### src/rtl/mem_bus_pkg.sv
// Shared encodings for the byte-serial memory bus: byte counts, funct3 codes,
// bus_master FSM states and the request-legality helpers.
package mem_bus_pkg;

    localparam logic [2:0] BHW_BYTE = 3'b001;
    localparam logic [2:0] BHW_HALF = 3'b010;
    localparam logic [2:0] BHW_WORD = 3'b100;

    localparam logic [2:0] F3_B  = 3'b000;
    localparam logic [2:0] F3_H  = 3'b001;
    localparam logic [2:0] F3_W  = 3'b010;
    localparam logic [2:0] F3_BU = 3'b100;
    localparam logic [2:0] F3_HU = 3'b101;

    localparam logic [1:0] ST_IDLE   = 2'd0;
    localparam logic [1:0] ST_ISSUE  = 2'd1;
    localparam logic [1:0] ST_WAIT   = 2'd2;
    localparam logic [1:0] ST_FINISH = 2'd3;

    localparam int unsigned TO_W = 8;

    // Stores only have the signed byte/half/word encodings.
    function automatic logic f3_legal(input logic we, input logic [2:0] f3);
        if (we) begin
            return (f3 == F3_B) || (f3 == F3_H) || (f3 == F3_W);
        end
        return (f3 == F3_B) || (f3 == F3_H) || (f3 == F3_W) ||
               (f3 == F3_BU) || (f3 == F3_HU);
    endfunction

    // Only reached for legal funct3, so the 2'b11 arm is never latched.
    function automatic logic [2:0] f3_to_bhw(input logic [2:0] f3);
        case (f3[1:0])
            2'b00:   return BHW_BYTE;
            2'b01:   return BHW_HALF;
            default: return BHW_WORD;
        endcase
    endfunction

endpackage

### src/rtl/load_extend.sv
// Sign/zero extension of a raw bus response according to the load funct3;
// bits above the access width are always discarded.
module load_extend
    import mem_bus_pkg::*;
(
    input  logic [2:0]  funct3,
    input  logic [31:0] raw_data,
    output logic [31:0] ext_data
);

    always_comb begin
        ext_data = '0;
        case (funct3)
            F3_B:    ext_data = {{24{raw_data[7]}}, raw_data[7:0]};
            F3_BU:   ext_data = {24'h0, raw_data[7:0]};
            F3_H:    ext_data = {{16{raw_data[15]}}, raw_data[15:0]};
            F3_HU:   ext_data = {16'h0, raw_data[15:0]};
            F3_W:    ext_data = raw_data;
            default: ext_data = '0;
        endcase
    end

endmodule

### src/rtl/bus_master.sv
// Initiator side of the byte-serial memory bus: one outstanding load/store,
// single-cycle request strobe, response wait with timeout, load extension.
module bus_master
    import mem_bus_pkg::*;
#(
    parameter int unsigned TIMEOUT_CYCLES = 255
) (
    input  logic        i_clk,
    input  logic        i_rst,
    input  logic        i_req,
    input  logic        i_we,
    input  logic [31:0] i_addr,
    input  logic [31:0] i_wdata,
    input  logic [2:0]  i_funct3,
    output logic        o_busy,
    output logic [31:0] o_rdata,
    output logic        o_done,
    output logic        o_err,
    output logic        o_bus_DV,
    output logic [31:0] o_bus_address,
    output logic [31:0] o_bus_data,
    output logic [2:0]  o_bhw,
    output logic        o_write_notread,
    input  logic [31:0] i_bus_data,
    input  logic        i_bus_DV
);

    localparam logic [TO_W-1:0] TO_LAST = TO_W'(TIMEOUT_CYCLES - 1);

    logic [1:0]      state_q, state_d;
    logic [TO_W-1:0] cnt_q;
    logic            err_q;
    logic            we_q;
    logic [2:0]      f3_q;
    logic [31:0]     rdata_q;
    logic [31:0]     ext_data;
    logic            req_legal;

    assign req_legal = f3_legal(i_we, i_funct3);

    always_comb begin
        state_d = state_q;
        case (state_q)
            ST_IDLE:   if (i_req) state_d = req_legal ? ST_ISSUE : ST_FINISH;
            ST_ISSUE:  state_d = ST_WAIT;
            // A response in the expiry cycle still counts as a completion.
            ST_WAIT:   if (i_bus_DV || (cnt_q == TO_LAST)) state_d = ST_FINISH;
            ST_FINISH: state_d = ST_IDLE;
            default:   state_d = ST_IDLE;
        endcase
    end

    always_ff @(posedge i_clk) begin
        if (i_rst) begin
            state_q         <= ST_IDLE;
            cnt_q           <= '0;
            err_q           <= 1'b0;
            we_q            <= 1'b0;
            f3_q            <= '0;
            rdata_q         <= '0;
            o_bus_address   <= '0;
            o_bus_data      <= '0;
            o_bhw           <= '0;
            o_write_notread <= 1'b0;
        end else begin
            state_q <= state_d;
            case (state_q)
                ST_IDLE: begin
                    if (i_req) begin
                        we_q    <= i_we;
                        f3_q    <= i_funct3;
                        err_q   <= !req_legal;
                        rdata_q <= '0;
                        // Rejected requests leave the bus fields untouched.
                        if (req_legal) begin
                            o_bus_address   <= i_addr;
                            o_bus_data      <= i_we ? i_wdata : 32'h0;
                            o_bhw           <= f3_to_bhw(i_funct3);
                            o_write_notread <= i_we;
                        end
                    end
                end
                ST_ISSUE: cnt_q <= '0;
                ST_WAIT: begin
                    if (i_bus_DV) begin
                        rdata_q <= i_bus_data;
                    end else if (cnt_q == TO_LAST) begin
                        err_q <= 1'b1;
                    end else if (cnt_q != '1) begin
                        cnt_q <= cnt_q + 1'b1;
                    end
                end
                default: ;
            endcase
        end
    end

    load_extend u_load_extend (
        .funct3   (f3_q),
        .raw_data (rdata_q),
        .ext_data (ext_data)
    );

    assign o_busy   = (state_q != ST_IDLE);
    assign o_bus_DV = (state_q == ST_ISSUE);
    assign o_done   = (state_q == ST_FINISH) && !err_q;
    assign o_err    = (state_q == ST_FINISH) && err_q;
    assign o_rdata  = (o_done && !we_q) ? ext_data : 32'h0;

endmodule
### config.mk
export PLATFORM = sky130hd
export DESIGN_NAME = bus_master
export DESIGN_NICKNAME = d
export VERILOG_FILES = /design/src/rtl/mem_bus_pkg.sv /design/src/rtl/load_extend.sv /design/src/rtl/bus_master.sv
export SDC_FILE = /design/constraint.sdc
export NUM_CORES = 1
export LEC_CHECK = 0
export CORE_MARGIN = 10
export CORE_UTILIZATION = 36
export CTS_CLUSTER_DIAMETER = 100
export DETAILED_ROUTE_END_ITERATION = 6
export GPL_TIMING_DRIVEN = 0
export PLACE_DENSITY = 0.66
export SYNTH_ARGS = -nofsm -noshare
export SYNTH_HDL_FRONTEND = slang
export SYNTH_SLANG_ARGS = --single-unit
### constraint.sdc
create_clock -name i_clk -period 2.1 [get_ports i_clk]
set_input_delay 0.21 -clock i_clk [delete_from_list [all_inputs] [get_ports i_clk]]
set_output_delay 0.21 -clock i_clk [all_outputs]
set_load 0.03 [all_outputs]
==> metrics.yaml, run 1 <==
r2r.worst_path.cells: 7
status: "complete, but fails checks"
dr.first_iter.drc_count: 208
crit_arrival_ps: 1930
reg2reg_setup_slack_ps: 130
final_nets: 936
synth_seq_area_share_pct: 48.5
area_growth_pct: 66.1
wire_per_inst_um: 17.2
vias: 5105
setup_viol: 10
fin_skew_ps: 4.89
cts_buffers: 17
cts_buffer_depth: 2
p_leak_uw: 0.00285
dr.pass1.iters: 4
async_flop_share_pct: 0
fin_ws_ps: -37.3
layout-drive-gt1-share_pct: 16.4
antenna_found_initial: 0
slew_violations: 0
min_path_cells: 3
clkSinkCount: 115
hp-class: "input pin to register"
min_period_ps: 2140
worst_pin_slew_ps: 544
die_x_um: 135
power_uw: 7820
min_from: "i_we"
wirelength_mm: 17.4
cts_root_buffer: "clkbuf_16"
ctsHoldBuffers: 0
grt_max_degree: 17
viasPerCell: 5.06
r2r_start: "state_q[0]"
max-slew-margin-rel_pct: 63.7
clkSlewWorstSetupHoldPaths_ps: 50
num_rows: 41
cp-start-kind: "register"
grt_usage_pct: 18.4
ioPinCount: 208
placed_cells: 970
synth-seq-cells: 115
gp_congestion: 0.834
synthesis.nets: 702
r2r_end: "rdata_q[8]"
syn_inst: 592
drtAntennaViolNets: 0
dpl.hpwl_mm: 13.3
place_worst_setup_slack_ps: -447
drcViolationCount: 0
crit_type: "register to primary output"
maxCapViolCount: 0
fmax_ghz: 0.468
dieArea_mm2: 0.0182
power.density_mw_per_mm2: 993
cp_max_fo: 7
insertion_delay_ps: 410
violations: "negative setup slack"
hold_end: "o_bus_data[1]"
synth_warnings: 0
cts_tree: "yes"
synthesis.area_mm2: 0.00474
synth_cell_type_count: 46
portBuffers: 206
core_mm2: 0.0128
syn-mean-instance-area_um2: 8.01
synthFlopType: "dfxtp_1"
min_period_over_period_pct: 102
cp_data_required_time_ps: 1890
overflow: 0
grt_pass1_vias: 5086
worst_setup_path_end_kind: "primary output"
vdd_drop_max_uv: 560
ctsHtreeMaxLevel: 4
synth_edf_count: 0
grt_first_pass_wirelength_mm: 26.8
fin_cells: 1009
diodes: 0
start_util_pct: 37.1
fp.dieH_um: 135
finalHoldViolCount: 0
rsz0062_at_grt: "true"
[cells by family after synthesis]
logic type	after synthesis	share of synthesized area, %
AOI/OAI and AO/OA	166	21.5
adders and majority gates	6	1.58
buffers and inverters	56	5.17
DFF	115	48.5
muxes	2	0.422
and+or+nand+nor	247	22.8
[worst max path at each step]
stage / end / slack, ps / startpoint / depth (start not counted)
after floorplan: o_rdata[21] / 230 / f3_q[0] / 6
after global placement: o_rdata[0] / -440 / f3_q[0] / 5
after detailed placement: o_rdata[0] / -450 / f3_q[0] / 5
after CTS: o_rdata[30] / -30 / f3_q[0] / 7
after global routing: o_rdata[24] / -100 / f3_q[0] / 7
final: o_rdata[29] / -40 / f3_q[0] / 7
[placed cells by master, fill, tap and decap left out, types with 8 or more instances in the layout]
| cell type | netlist | layout |
|---|---|---|
| clkdlybuf4s50_1 | 0 | 173 |
| nand2_1 | 129 | 122 |
| dfxtp_1 | 115 | 113 |
| a21oi_1 | 102 | 91 |
| nor2_1 | 47 | 42 |
| nand3_1 | 37 | 37 |
| a22oi_1 | 32 | 32 |
| clkbuf_1 | 32 | 25 |
| buf_6 | 1 | 24 |
| buf_4 | 4 | 20 |
| clkbuf_16 | 0 | 17 |
| a21oi_2 | 1 | 12 |
| inv_1 | 8 | 8 |
| a2bb2oi_1 | 8 | 8 |
| buf_2 | 10 | 8 |
[metal layers]
layer | vias to the layer above | wire [um] | track usage [%]
li1 | 2501 | - | -
met1 | 2389 | 6930 | 19.5
met2 | 191 | 8480 | 31.4
met3 | 24 | 1700 | 8.79
met4 | 0 | 264 | 6.35
met5 | - | 0 | 0
[worst max-delay path, stage by stage, from the launching register on]
cell and delay (ps):
dfxtp_4 350, or2_4 250, buf_8 130, nor2_4 240
buf_6 180, nand2_2 50, a21oi_2 160, buf_6 150
[area by class of cell]
cell class,count,area [um2]
multi-input combinational,421,2330
sequential,115,2310
inverter,8,30.0
clock buffer,26,519
tap,172,215
fill,1094,4900
buffer,47,268
timing repair buffer,216,2130
clock inverter,4,70.1
[stage by stage]
stage,instance area (um2),hold WS [ps],TNS (ps),util [%]
floorplan,4740,346,0,-
global placement,7020,438,-9370,55.0
detailed placement,7020,447,-10230,55.0
CTS,7660,137,-290,60.0
global route,7880,145,-1370,61.7
finish,7880,147,-171,61.7
[synth_stat cells (all sizes together), types with 2 or more instances]
| cell type | count | area, um2 |
|---|---|---|
| ha | 6 | 75.1 |
| a21oi | 103 | 519 |
| dfxtp | 115 | 2300 |
| nand4 | 2 | 27.5 |
| buf | 16 | 95.1 |
| inv | 8 | 30.0 |
| o31ai | 2 | 15.0 |
| mux2i | 2 | 20.0 |
| a31oi | 2 | 12.5 |
| clkbuf | 32 | 120 |
| or3 | 2 | 12.5 |
| or2 | 2 | 12.5 |
| nand3 | 37 | 185 |
| a22oi | 32 | 240 |
| a211oi | 5 | 37.5 |
| and2 | 11 | 70.1 |
| a2bb2oi | 8 | 70.1 |
| nand2b | 5 | 31.3 |
| nand2 | 129 | 484 |
| nor2 | 48 | 183 |
| a211o | 2 | 17.5 |
| or4 | 2 | 15.0 |
| a21o | 3 | 23.8 |
| nor2b | 2 | 12.5 |
| nor3 | 3 | 15.0 |
[power breakdown]
group / switching, uW / internal, uW
Sequential: 155 / 2400
Combinational: 1380 / 1000
Clock: 958 / 1920
Total: 2490 / 5320
[registers in the layout, indices dropped and copies added (netlist names)]
name             flops
cnt_q                8
err_q                1
f3_q                 3
o_bhw                3
o_bus_address       32
o_bus_data          32
o_write_notread      1
rdata_q             32
state_q              2
we_q                 1
[what timing repair did]
item	in CTS	in global routing
setup endpoints to repair	38	121
pin swaps	5	22
setup buffers	4	5
gates resized for setup	218	68
cloned	0	1
Note: power is estimated with default switching activity, not from simulation.
==> run 2: changes to the inputs <==
--- a/config.mk
+++ b/config.mk
@@ -9,7 +9,6 @@
 export CORE_UTILIZATION = 36
 export CTS_CLUSTER_DIAMETER = 100
 export DETAILED_ROUTE_END_ITERATION = 6
-export GPL_TIMING_DRIVEN = 0
 export PLACE_DENSITY = 0.66
 export SYNTH_ARGS = -nofsm -noshare
 export SYNTH_HDL_FRONTEND = slang
==> run 2 against run 1 <==
Non-clock buffer count is 42 lower; worst setup slack improved by 77 ps; combinational power fell by 5%; flip-flop and latch count stayed put; critical endpoint is now o_rdata[21]; via count decreased by 4.6%; worst hold slack better by 140 ps; final cell count is 4.1% lower; core utilization down 1.8 points; the run now ends clean; wire length shrank 4.4%.
==> metrics.yaml, run 2 (same netlist as run 1, synthesis figures left out) <==
p_seq_share_pct: 33.0
core_mm2: 0.0128
fillerInstances: 1140
wire_per_inst_um: 17.2
power.density_mw_per_mm2: 1010
fmax_ghz: 0.485
min_period_ps: 2060
antenna_found_initial: 1
stdcell_area_mm2: 0.00764
dr.first_iter.drc_count: 326
crit_cells: 7
wirelength_mm: 16.6
grt_pass1_vias: 4911
grt_usage_pct: 17.6
post_cts_buffers: 0
layout-drive-gt1-share_pct: 12.7
clkSinkCount: 115
status: "complete, no violations"
cts_root_buffer: "clkbuf_16"
cts_buffer_depth: 2
switchingPower_uw: 2400
setup_viol: 0
finalHoldViolCount: 0
drtAntennaViolNets: 0
crit_chain: "or2_4, buf_6, nor2_4, buf_6, nand2_1, a21oi_1, buf_4"
reg_top3: "o_bus_address: 32 flops, o_bus_data: 32 flops, rdata_q: 32 flops"
clockPowerShare_pct: 38.0
grt_max_degree: 69
viasPerCell: 5.03
maxCapViolCount: 0
r2r_end: "cnt_q[7]"
worst_setup_path_end_kind: "primary output"
dpl.hpwl_mm: 11.7
hold_end: "rdata_q[2]"
worst_pin_slew_ps: 632
p_leak_uw: 0.00275
diodes: 0
setup_tns_ps: 0
dr.pass1.iters: 4
vias: 4869
p_int_uw: 5330
gp_congestion: 0.824
die_x_um: 135
cts_buffers: 17
cp-start-kind: "register"
post_dp_cell_area_mm2: 0.00689
drcViolationCount: 0
crit_type: "register to primary output"
fin_ws_ps: 40.0
min_period_over_period_pct: 98.1
critical-path-max-stage-delay_ps: 340
hp-class: "input pin to register"
ctsHoldBuffers: 0
final_cell_mix: "clkdlybuf4s50_1, nand2_1, dfxtp_1"
num_rows: 41
overflow: 0
dieArea_mm2: 0.0182
reg2reg_setup_slack_ps: 200
crit_arrival_ps: 1850
path_buf_inv: 3
area_growth_pct: 61.1
r2r_start: "state_q[0]"
ctsHtreeMaxLevel: 4
max-slew-margin-rel_pct: 57.9
cpMostUsedCell: "buf_6"
start_util_pct: 37.1
cpMaxStageDelayCell: "dfxtp_2"
cp_top_family: "buffers and inverters"
pwr-share-comb_pct: 29.0
fin_skew_ps: 4.92
clkSlewWorstSetupHoldPaths_ps: 50
place_worst_setup_slack_ps: 202
insertion_delay_ps: 410
min_path_cells: 2
cp_max_fo: 10
p_sw_share_pct: 31.1
slew_violations: 0
final_nets: 895
vdd_drop_max_uv: 484
ioPinCount: 208
cp_data_required_time_ps: 1890
portBuffers: 207
cts_tree: "yes"
fp.dieH_um: 135
min_from: "i_rst"
rsz0062_at_grt: "true"
final_common_cell: "clkdlybuf4s50_1"
grt_first_pass_wirelength_mm: 25.8
r2r.worst_path.cells: 6
[run 2: changes by cell type in the layout (fill, tap and decap cells not counted), moves of 5 or more]
| cell | previous run | this run |
|---|---|---|
| clkbuf_4 | 5 | 0 |
| buf_2 | 8 | 0 |
| buf_6 | 24 | 11 |
| buf_4 | 20 | 32 |
| clkbuf_2 | 6 | 0 |
| nand2_2 | 7 | 0 |
| nor2_2 | 5 | 0 |
| clkbuf_1 | 25 | 4 |
| nand2_1 | 122 | 129 |
| nor2_1 | 42 | 47 |
[run 2: worst max-delay path by stage]
stage / start / endpoint / slack (ps)
after global placement: state_q[0] / cnt_q[7] / 290
after detailed placement: state_q[0] / cnt_q[7] / 200
after floorplan: f3_q[0] / o_rdata[21] / 230
after global routing: f3_q[2] / o_rdata[22] / -50
final: f3_q[0] / o_rdata[21] / 40
after CTS: f3_q[0] / o_rdata[7] / -20
[run 2: worst register-to-register path, stage by stage (launching register included)]
cell	delay, ps
dfxtp_1	360
inv_1	90
ha_1	350
a21boi_4	250
nand4_4	140
or4_1	490
a21oi_1	150
[run 2: repair_timing]
action	in CTS	in global routing
cloned	0	2
resized for setup	7	31
endpoints found under the setup margin	33	33
pin swaps	0	8
[run 2: stage by stage]
stage	utilization, %	instances	total power [uW]	hold WS, ps
4_1_cts	58.8	966	7750	287
2_1_floorplan	-	592	3900	346
6_report	59.8	968	7740	290
3_3_place_gp	53.9	936	4720	437
3_5_place_dp	53.9	936	4770	445
5_1_grt	59.8	968	8150	310
[run 2: metal layers]
layer  track usage [%]  vias up  routed length [um]
met5                 0        -                  13
met4              6.23        2                 352
met3              9.64       23                1680
met2              28.1      166                7960
met1              19.4     2260                6610
li1                  -     2418                   -
[run 2: cell type report]
class                      instances  area, um2  area share (%)
clock buffer                      26        509            6.66
clock inverter                     4       95.1            1.24
inverter                           8       30.0           0.393
multi-input combinational        422       2300            30.1
sequential                       115       2300            30.2
tap                              172        215            2.82
timing repair buffer             221       2190            28.6
[run 2: power groups by stage]
stage | combinational, uW | sequential [uW] | clock [uW]
final | 2250 | 2550 | 2940
after global routing | 2440 | 2570 | 3130
after CTS | 2210 | 2540 | 3000
after detailed placement | 2190 | 2580 | 0
after global placement | 2150 | 2570 | 0
after floorplan | 1100 | 2800 | 0
